### src/rtl/mac_chunk_sequencer_if.sv
// rtl/mac_chunk_sequencer_if.sv - controller, weight-memory and MAC signals of the chunk sequencer
interface mac_chunk_sequencer_if #(
    parameter int WIDTH    = 8,
    parameter int N_CHUNKS = 5,
    parameter int ACC_W    = 12,
    parameter int AW       = 3
);
    logic                   start;
    logic [5*N_CHUNKS-1:0]  pixels;
    logic [ACC_W-1:0]       threshold;
    logic                   w_rd_en;
    logic [AW-1:0]          w_addr;
    logic [5*WIDTH-1:0]     w_rd_data;
    logic [4:0]             mac_p;
    logic [5*WIDTH-1:0]     mac_w;
    logic [WIDTH-1:0]       mac_sum;
    logic                   busy;
    logic                   done;
    logic                   spike;
    logic [ACC_W-1:0]       acc_out;
    logic                   sat;

    // master is the environment (layer controller, weight ROM, MAC); slave is the sequencer
    modport master (
        output start, pixels, threshold, w_rd_data, mac_sum,
        input  w_rd_en, w_addr, mac_p, mac_w, busy, done, spike, acc_out, sat
    );

    modport slave (
        input  start, pixels, threshold, w_rd_data, mac_sum,
        output w_rd_en, w_addr, mac_p, mac_w, busy, done, spike, acc_out, sat
    );
endinterface

### src/rtl/mac_chunk_sequencer.sv
// rtl/mac_chunk_sequencer.sv - walks one neuron's receptive field through a 5-input MAC
// and accumulates the chunk sums into a saturating membrane register.
module mac_chunk_sequencer #(
    parameter int WIDTH    = 8,
    parameter int N_CHUNKS = 5,
    parameter int ACC_W    = 12,
    parameter int MAC_LAT  = 1,
    parameter int AW       = 3
) (
    input  logic                  clk,
    input  logic                  rst,
    mac_chunk_sequencer_if.slave  bus
);
    localparam int LW = (MAC_LAT > 1) ? $clog2(MAC_LAT) : 1;
    localparam logic [LW-1:0] LAT_LAST   = LW'(MAC_LAT - 1);
    localparam logic [AW-1:0] LAST_CHUNK = AW'(N_CHUNKS - 1);
    localparam logic [ACC_W-1:0] ACC_MAX = {1'b0, {(ACC_W-1){1'b1}}};
    localparam logic [ACC_W-1:0] ACC_MIN = {1'b1, {(ACC_W-1){1'b0}}};

    typedef enum logic [2:0] {
        S_IDLE, S_FETCH, S_DRIVE, S_WAIT, S_ACC, S_FIRE
    } state_t;

    state_t                 r_state;
    state_t                 w_next;
    logic [AW-1:0]          r_chunk;
    logic [LW-1:0]          r_wait;
    logic [5*N_CHUNKS-1:0]  r_pix;
    logic [ACC_W-1:0]       r_thresh;
    logic [ACC_W-1:0]       r_acc;
    logic [ACC_W-1:0]       r_acc_out;
    logic                   r_sat;
    logic [4:0]             r_mac_p;
    logic [5*WIDTH-1:0]     r_mac_w;

    logic [ACC_W:0]         w_sum;
    logic                   w_clamp;
    logic [ACC_W-1:0]       w_acc_next;

    // one guard bit: overflow shows up as the two top bits disagreeing
    assign w_sum   = {r_acc[ACC_W-1], r_acc}
                   + {{(ACC_W+1-WIDTH){bus.mac_sum[WIDTH-1]}}, bus.mac_sum};
    assign w_clamp = w_sum[ACC_W] ^ w_sum[ACC_W-1];

    always_comb begin
        w_acc_next = w_sum[ACC_W-1:0];
        if (w_clamp) begin
            w_acc_next = w_sum[ACC_W] ? ACC_MIN : ACC_MAX;
        end
    end

    always_ff @(posedge clk) begin
        if (rst) begin
            r_state <= S_IDLE;
        end else begin
            r_state <= w_next;
        end
    end

    always_comb begin
        w_next = r_state;
        case (r_state)
            S_IDLE:  if (bus.start) w_next = S_FETCH;
            S_FETCH: w_next = S_DRIVE;
            S_DRIVE: w_next = S_WAIT;
            S_WAIT:  if (r_wait == LAT_LAST) w_next = S_ACC;
            S_ACC:   w_next = (r_chunk == LAST_CHUNK) ? S_FIRE : S_FETCH;
            S_FIRE:  w_next = S_IDLE;
            default: w_next = S_IDLE;
        endcase
    end

    always_ff @(posedge clk) begin
        if (rst) begin
            r_chunk   <= '0;
            r_wait    <= '0;
            r_pix     <= '0;
            r_thresh  <= '0;
            r_acc     <= '0;
            r_acc_out <= '0;
            r_sat     <= 1'b0;
            r_mac_p   <= '0;
            r_mac_w   <= '0;
        end else begin
            case (r_state)
                S_IDLE: begin
                    if (bus.start) begin
                        r_pix    <= bus.pixels;
                        r_thresh <= bus.threshold;
                        r_acc    <= '0;
                        r_chunk  <= '0;
                        r_sat    <= 1'b0;
                    end
                end
                S_DRIVE: begin
                    // latched pixels shift down so chunk c always sits in the low 5 bits
                    r_mac_w <= bus.w_rd_data;
                    r_mac_p <= r_pix[4:0];
                    r_pix   <= r_pix >> 5;
                    r_wait  <= '0;
                end
                S_WAIT: begin
                    r_wait <= r_wait + LW'(1);
                end
                S_ACC: begin
                    r_acc <= w_acc_next;
                    if (w_clamp) begin
                        r_sat <= 1'b1;
                    end
                    if (r_chunk != LAST_CHUNK) begin
                        r_chunk <= r_chunk + AW'(1);
                    end
                end
                S_FIRE: begin
                    r_acc_out <= r_acc;
                end
                default: ;
            endcase
        end
    end

    assign bus.w_rd_en = (r_state == S_FETCH);
    assign bus.w_addr  = r_chunk;
    assign bus.mac_p   = r_mac_p;
    assign bus.mac_w   = r_mac_w;
    assign bus.busy    = (r_state != S_IDLE);
    assign bus.done    = (r_state == S_FIRE);
    assign bus.spike   = (r_state == S_FIRE) && ($signed(r_acc) >= $signed(r_thresh));
    assign bus.acc_out = r_acc_out;
    assign bus.sat     = r_sat;
endmodule

### src/flat_wrapper.sv
// flat-port wrapper written by rule: the top's interface ports become plain ports
module mac_chunk_sequencer_flat 
#(
    parameter int WIDTH    = 8,
    parameter int N_CHUNKS = 5,
    parameter int ACC_W    = 12,
    parameter int MAC_LAT  = 1,
    parameter int AW       = 3
)
  (clk, rst, bus_start, bus_pixels, bus_threshold, bus_w_rd_data, bus_mac_sum, bus_w_rd_en, bus_w_addr, bus_mac_p, bus_mac_w, bus_busy, bus_done, bus_spike, bus_acc_out, bus_sat);
  mac_chunk_sequencer_if #(.WIDTH(WIDTH), .N_CHUNKS(N_CHUNKS), .ACC_W(ACC_W), .AW(AW)) bus_i ();
  input  logic clk;
  input  logic rst;
  input wire logic [$bits(bus_i.start)-1:0] bus_start;
  input wire logic [$bits(bus_i.pixels)-1:0] bus_pixels;
  input wire logic [$bits(bus_i.threshold)-1:0] bus_threshold;
  input wire logic [$bits(bus_i.w_rd_data)-1:0] bus_w_rd_data;
  input wire logic [$bits(bus_i.mac_sum)-1:0] bus_mac_sum;
  output wire logic [$bits(bus_i.w_rd_en)-1:0] bus_w_rd_en;
  output wire logic [$bits(bus_i.w_addr)-1:0] bus_w_addr;
  output wire logic [$bits(bus_i.mac_p)-1:0] bus_mac_p;
  output wire logic [$bits(bus_i.mac_w)-1:0] bus_mac_w;
  output wire logic [$bits(bus_i.busy)-1:0] bus_busy;
  output wire logic [$bits(bus_i.done)-1:0] bus_done;
  output wire logic [$bits(bus_i.spike)-1:0] bus_spike;
  output wire logic [$bits(bus_i.acc_out)-1:0] bus_acc_out;
  output wire logic [$bits(bus_i.sat)-1:0] bus_sat;
  assign bus_i.start = bus_start;
  assign bus_i.pixels = bus_pixels;
  assign bus_i.threshold = bus_threshold;
  assign bus_i.w_rd_data = bus_w_rd_data;
  assign bus_i.mac_sum = bus_mac_sum;
  assign bus_w_rd_en = bus_i.w_rd_en;
  assign bus_w_addr = bus_i.w_addr;
  assign bus_mac_p = bus_i.mac_p;
  assign bus_mac_w = bus_i.mac_w;
  assign bus_busy = bus_i.busy;
  assign bus_done = bus_i.done;
  assign bus_spike = bus_i.spike;
  assign bus_acc_out = bus_i.acc_out;
  assign bus_sat = bus_i.sat;
  mac_chunk_sequencer #(.WIDTH(WIDTH), .N_CHUNKS(N_CHUNKS), .ACC_W(ACC_W), .MAC_LAT(MAC_LAT), .AW(AW)) u_core (.clk(clk), .rst(rst), .bus(bus_i));
endmodule
### config.mk
export PLATFORM = sky130hd
export DESIGN_NAME = mac_chunk_sequencer_flat
export DESIGN_NICKNAME = d
export VERILOG_FILES = /design/src/rtl/mac_chunk_sequencer_if.sv /design/src/rtl/mac_chunk_sequencer.sv /design/src/flat_wrapper.sv
export SDC_FILE = /design/constraint.sdc
export NUM_CORES = 1
export LEC_CHECK = 0
export BUFFER_PORTS_ARGS = -buffer_cell sky130_fd_sc_hd__buf_2
export CAP_MARGIN = 20
export CORE_MARGIN = 8
export CORE_UTILIZATION = 52
export CTS_CLUSTER_DIAMETER = 80
export CTS_CLUSTER_SIZE = 24
export DETAILED_ROUTE_END_ITERATION = 6
export PLACE_DENSITY = 0.78
export SLEW_MARGIN = 30
export SYNTH_ARGS = -nofsm -noshare
export SYNTH_HDL_FRONTEND = slang
export SYNTH_SLANG_ARGS = --single-unit
### constraint.sdc
create_clock -name clk -period 3.5 [get_ports clk]
set_clock_uncertainty 0.2 [all_clocks]
set_input_delay 0.525 -clock clk [delete_from_list [all_inputs] [get_ports clk]]
set_output_delay 0.525 -clock clk [all_outputs]
set_load 0.02 [all_outputs]
==> metrics <==
pwr/cell area=544 mW/mm2; setup TNS=0 ps; die width=115 um; final max-slew violation count=0; final core utilization=67.8%; Placement Cell Area=0.00597 mm2; drt via density=5.25; Max-Cap Viols=0; ratio of cells with drive above 1 in the final layout=25.1%; vias in the first global route=4772; Mapped Area=0.00512 mm2; global route total overflow=0; # fillers=808; min Tclk post-route=3290 ps; Placed Cells=907; ranking of synthesized cells by area=dfxtp_1 45%, nand2_1 15%, a21oi_1 9.2%; post-route cell area=0.00657 mm2; Clock transition at path regs=60 ps; WL per Instance=14.8 um; Hold Slack=45.8 ps; Ports=153; port bufs=152; Total Power=3.58 mW; LEAKAGE=2.91 nW; DRT Wirelength=13900 um; Synth area leader=dfxtp_1; Hold WC Path Type=input port to flip-flop; maximum vdd drop=0.260 mV; worst r2r src=u_core.r_acc[0]; fmax=0.304 GHz; CTS root buf=clkbuf_8; crit start category=flip-flop; crit-path max cell delay=430 ps; Syn Inst Count=654; cell repeated most along the worst path=a21o_1; Cell Chain, Critical Path=inv_1 -> ha_1 -> nand2b_1 -> a21o_1 -> a21o_1 -> a211oi_1 -> o21bai_1 -> a31oi_1 -> o31ai_1 -> buf_2; DRC Markers=0; Seq/Total Area, Yosys=44.6%; top-area cell type share of the netlist area=44.6%; most frequent cells in the layout=207 x nand2_1, 151 x buf_2, 114 x dfxtp_1; post-cts sizing count=0; Crit Path Max Fanout=4; Final Hold Viols=0; Worst setup startpoint=u_core.r_acc[0]; GRT Overall Usage=20.6%; 1st-iter DRT viols=330; gpl congestion=0.938; first-pass GRT wire length=22000 um; Slew headroom=40.0%; RSZ-0062 raised after global routing=false; core area=0.00968 mm2; Cell variety after synth=49; Post-synth EDFFs=0; Synthesized Nets=769; Detailed Routing Iterations Pass 1=6; Critical Path End Type=output pin; n_diodes=0; pre-CTS setup slack=293 ps; part of the cycle the worst path needs=93.9%; PnR worst setup slack=215 ps; clk buf depth=2; Layout Cells excl Fill=939; Die H=115 um; Synth Register Bits=114; initial antenna violation count=0; post-CTS setup buffers=0; most common cell after layout, fill and taps aside=nand2_1; Final setup violation count=0; CTS tree=built; Worst Max-Slew Pin Slew=894 ps; DR vias=4934; nets=908; Synth warnings=0; antenna violation net count after detailed routing=0; Crit Path Class=flip-flop to output pin; Mapped Avg Cell Area=7.83 um2; largest net degree at the start of global routing=72; Data arrival, critical path=2560 ps; die area=0.0133 mm2; Synth Flop Type=dfxtp_1; FF-to-FF setup slack=520 ps; hold_buf cts=0; CP required=2770 ps; Skew-Pair Late Insertion Delay=510 ps; status=finished, final reports clean; Row Count=36; Syn-to-layout area delta=28.3%; H-Tree Level Count=4; Starting Density=52.9%; r2r worst-path depth=9; crit path capture=bus_spike; slowest CP cell=dfxtp_1; ys async rst share=0%; clock buffer count from CTS=17; RR Endpoint=u_core.r_acc[5]; hpwl dp=10100 um; CTS Sinks=114
## worst min path at each step
stage	start	to	slack [ps]	cells after the start
floorplan	u_core.r_pix[0]	u_core.bus.mac_p[0]	230	2
finish	bus_w_rd_data[20]	u_core.bus.mac_w[20]	50	3
detailed placement	u_core.bus.mac_p[3]	u_core.bus.mac_p[3]	240	2
global placement	u_core.bus.mac_w[15]	u_core.bus.mac_w[15]	240	2
CTS	bus_w_rd_data[26]	u_core.bus.mac_w[26]	30	3
global route	bus_w_rd_data[15]	u_core.bus.mac_w[15]	40	3
## cell usage after synthesis (all sizes together), types with 7 or more instances
cell type / instances
dfxtp: 114
a21o: 8
nor2: 30
o21ai: 16
inv: 24
xnor2: 7
a21oi: 94
a311oi: 20
ha: 26
clkbuf: 36
nor3: 9
nand2: 208
## where the power goes
| group | leakage (nW) | total [mW] | switching [mW] | internal (mW) |
|---|---|---|---|---|
| Combinational | 1.69 | 0.425 | 0.266 | 0.159 |
| Clock | 0.292 | 1.73 | 0.608 | 1.12 |
| Sequential | 0.928 | 1.42 | 0.0438 | 1.38 |
## flip-flops by register name (all words and copies together), names as in the netlist, 3 cells and up
register / flops
u_core.r_state: 3
u_core.r_acc: 12
u_core.bus.acc_out: 12
u_core.bus.mac_w: 40
u_core.r_pix: 25
u_core.r_thresh: 12
u_core.bus.mac_p: 5
u_core.bus.w_addr: 3
## cells by family (layout without fill, tap and decap cells)
logic type | count (synthesis) | count (layout) | synth area share (%)
AO/OA/AOI/OAI | 166 | 166 | 20.1
XOR/XNOR | 11 | 11 | 1.88
adder cells (fa/ha/maj) | 28 | 28 | 6.94
buffers and inverters | 65 | 217 | 4.76
flip-flops | 114 | 114 | 44.6
multiplexers | 3 | 3 | 0.831
AND/OR/NAND/NOR | 267 | 267 | 20.9
## critical path: cells and delay by family, from the launching register on
kind                     cells  cell delay [ps]
AO/OA/AOI/OAI                6              940
adder cells (fa/ha/maj)      1              280
buffers and inverters        2              260
flip-flops                   1              430
AND/OR/NAND/NOR              1              140
## layout make-up
type	count	area [um2]	area share, %
multi-input cells	475	2600	39.6
flip-flops and latches	114	2280	34.7
repair buffers	161	831	12.6
clock buffers	20	445	6.78
well taps	133	166	2.53
clock inverters	12	155	2.36
inverters	24	90.1	1.37
## metal layers
metal,share of wire [%],routed length (um),global-route usage (%),vias to the layer above
met2,48,6730,34.1,172
met3,7.5,1040,5.09,29
met5,0,0,0,-
li1,-,-,-,2502
met1,42,5810,24.3,2231
met4,2.4,335,10.2,0
Power figures use the tool's default switching activity.
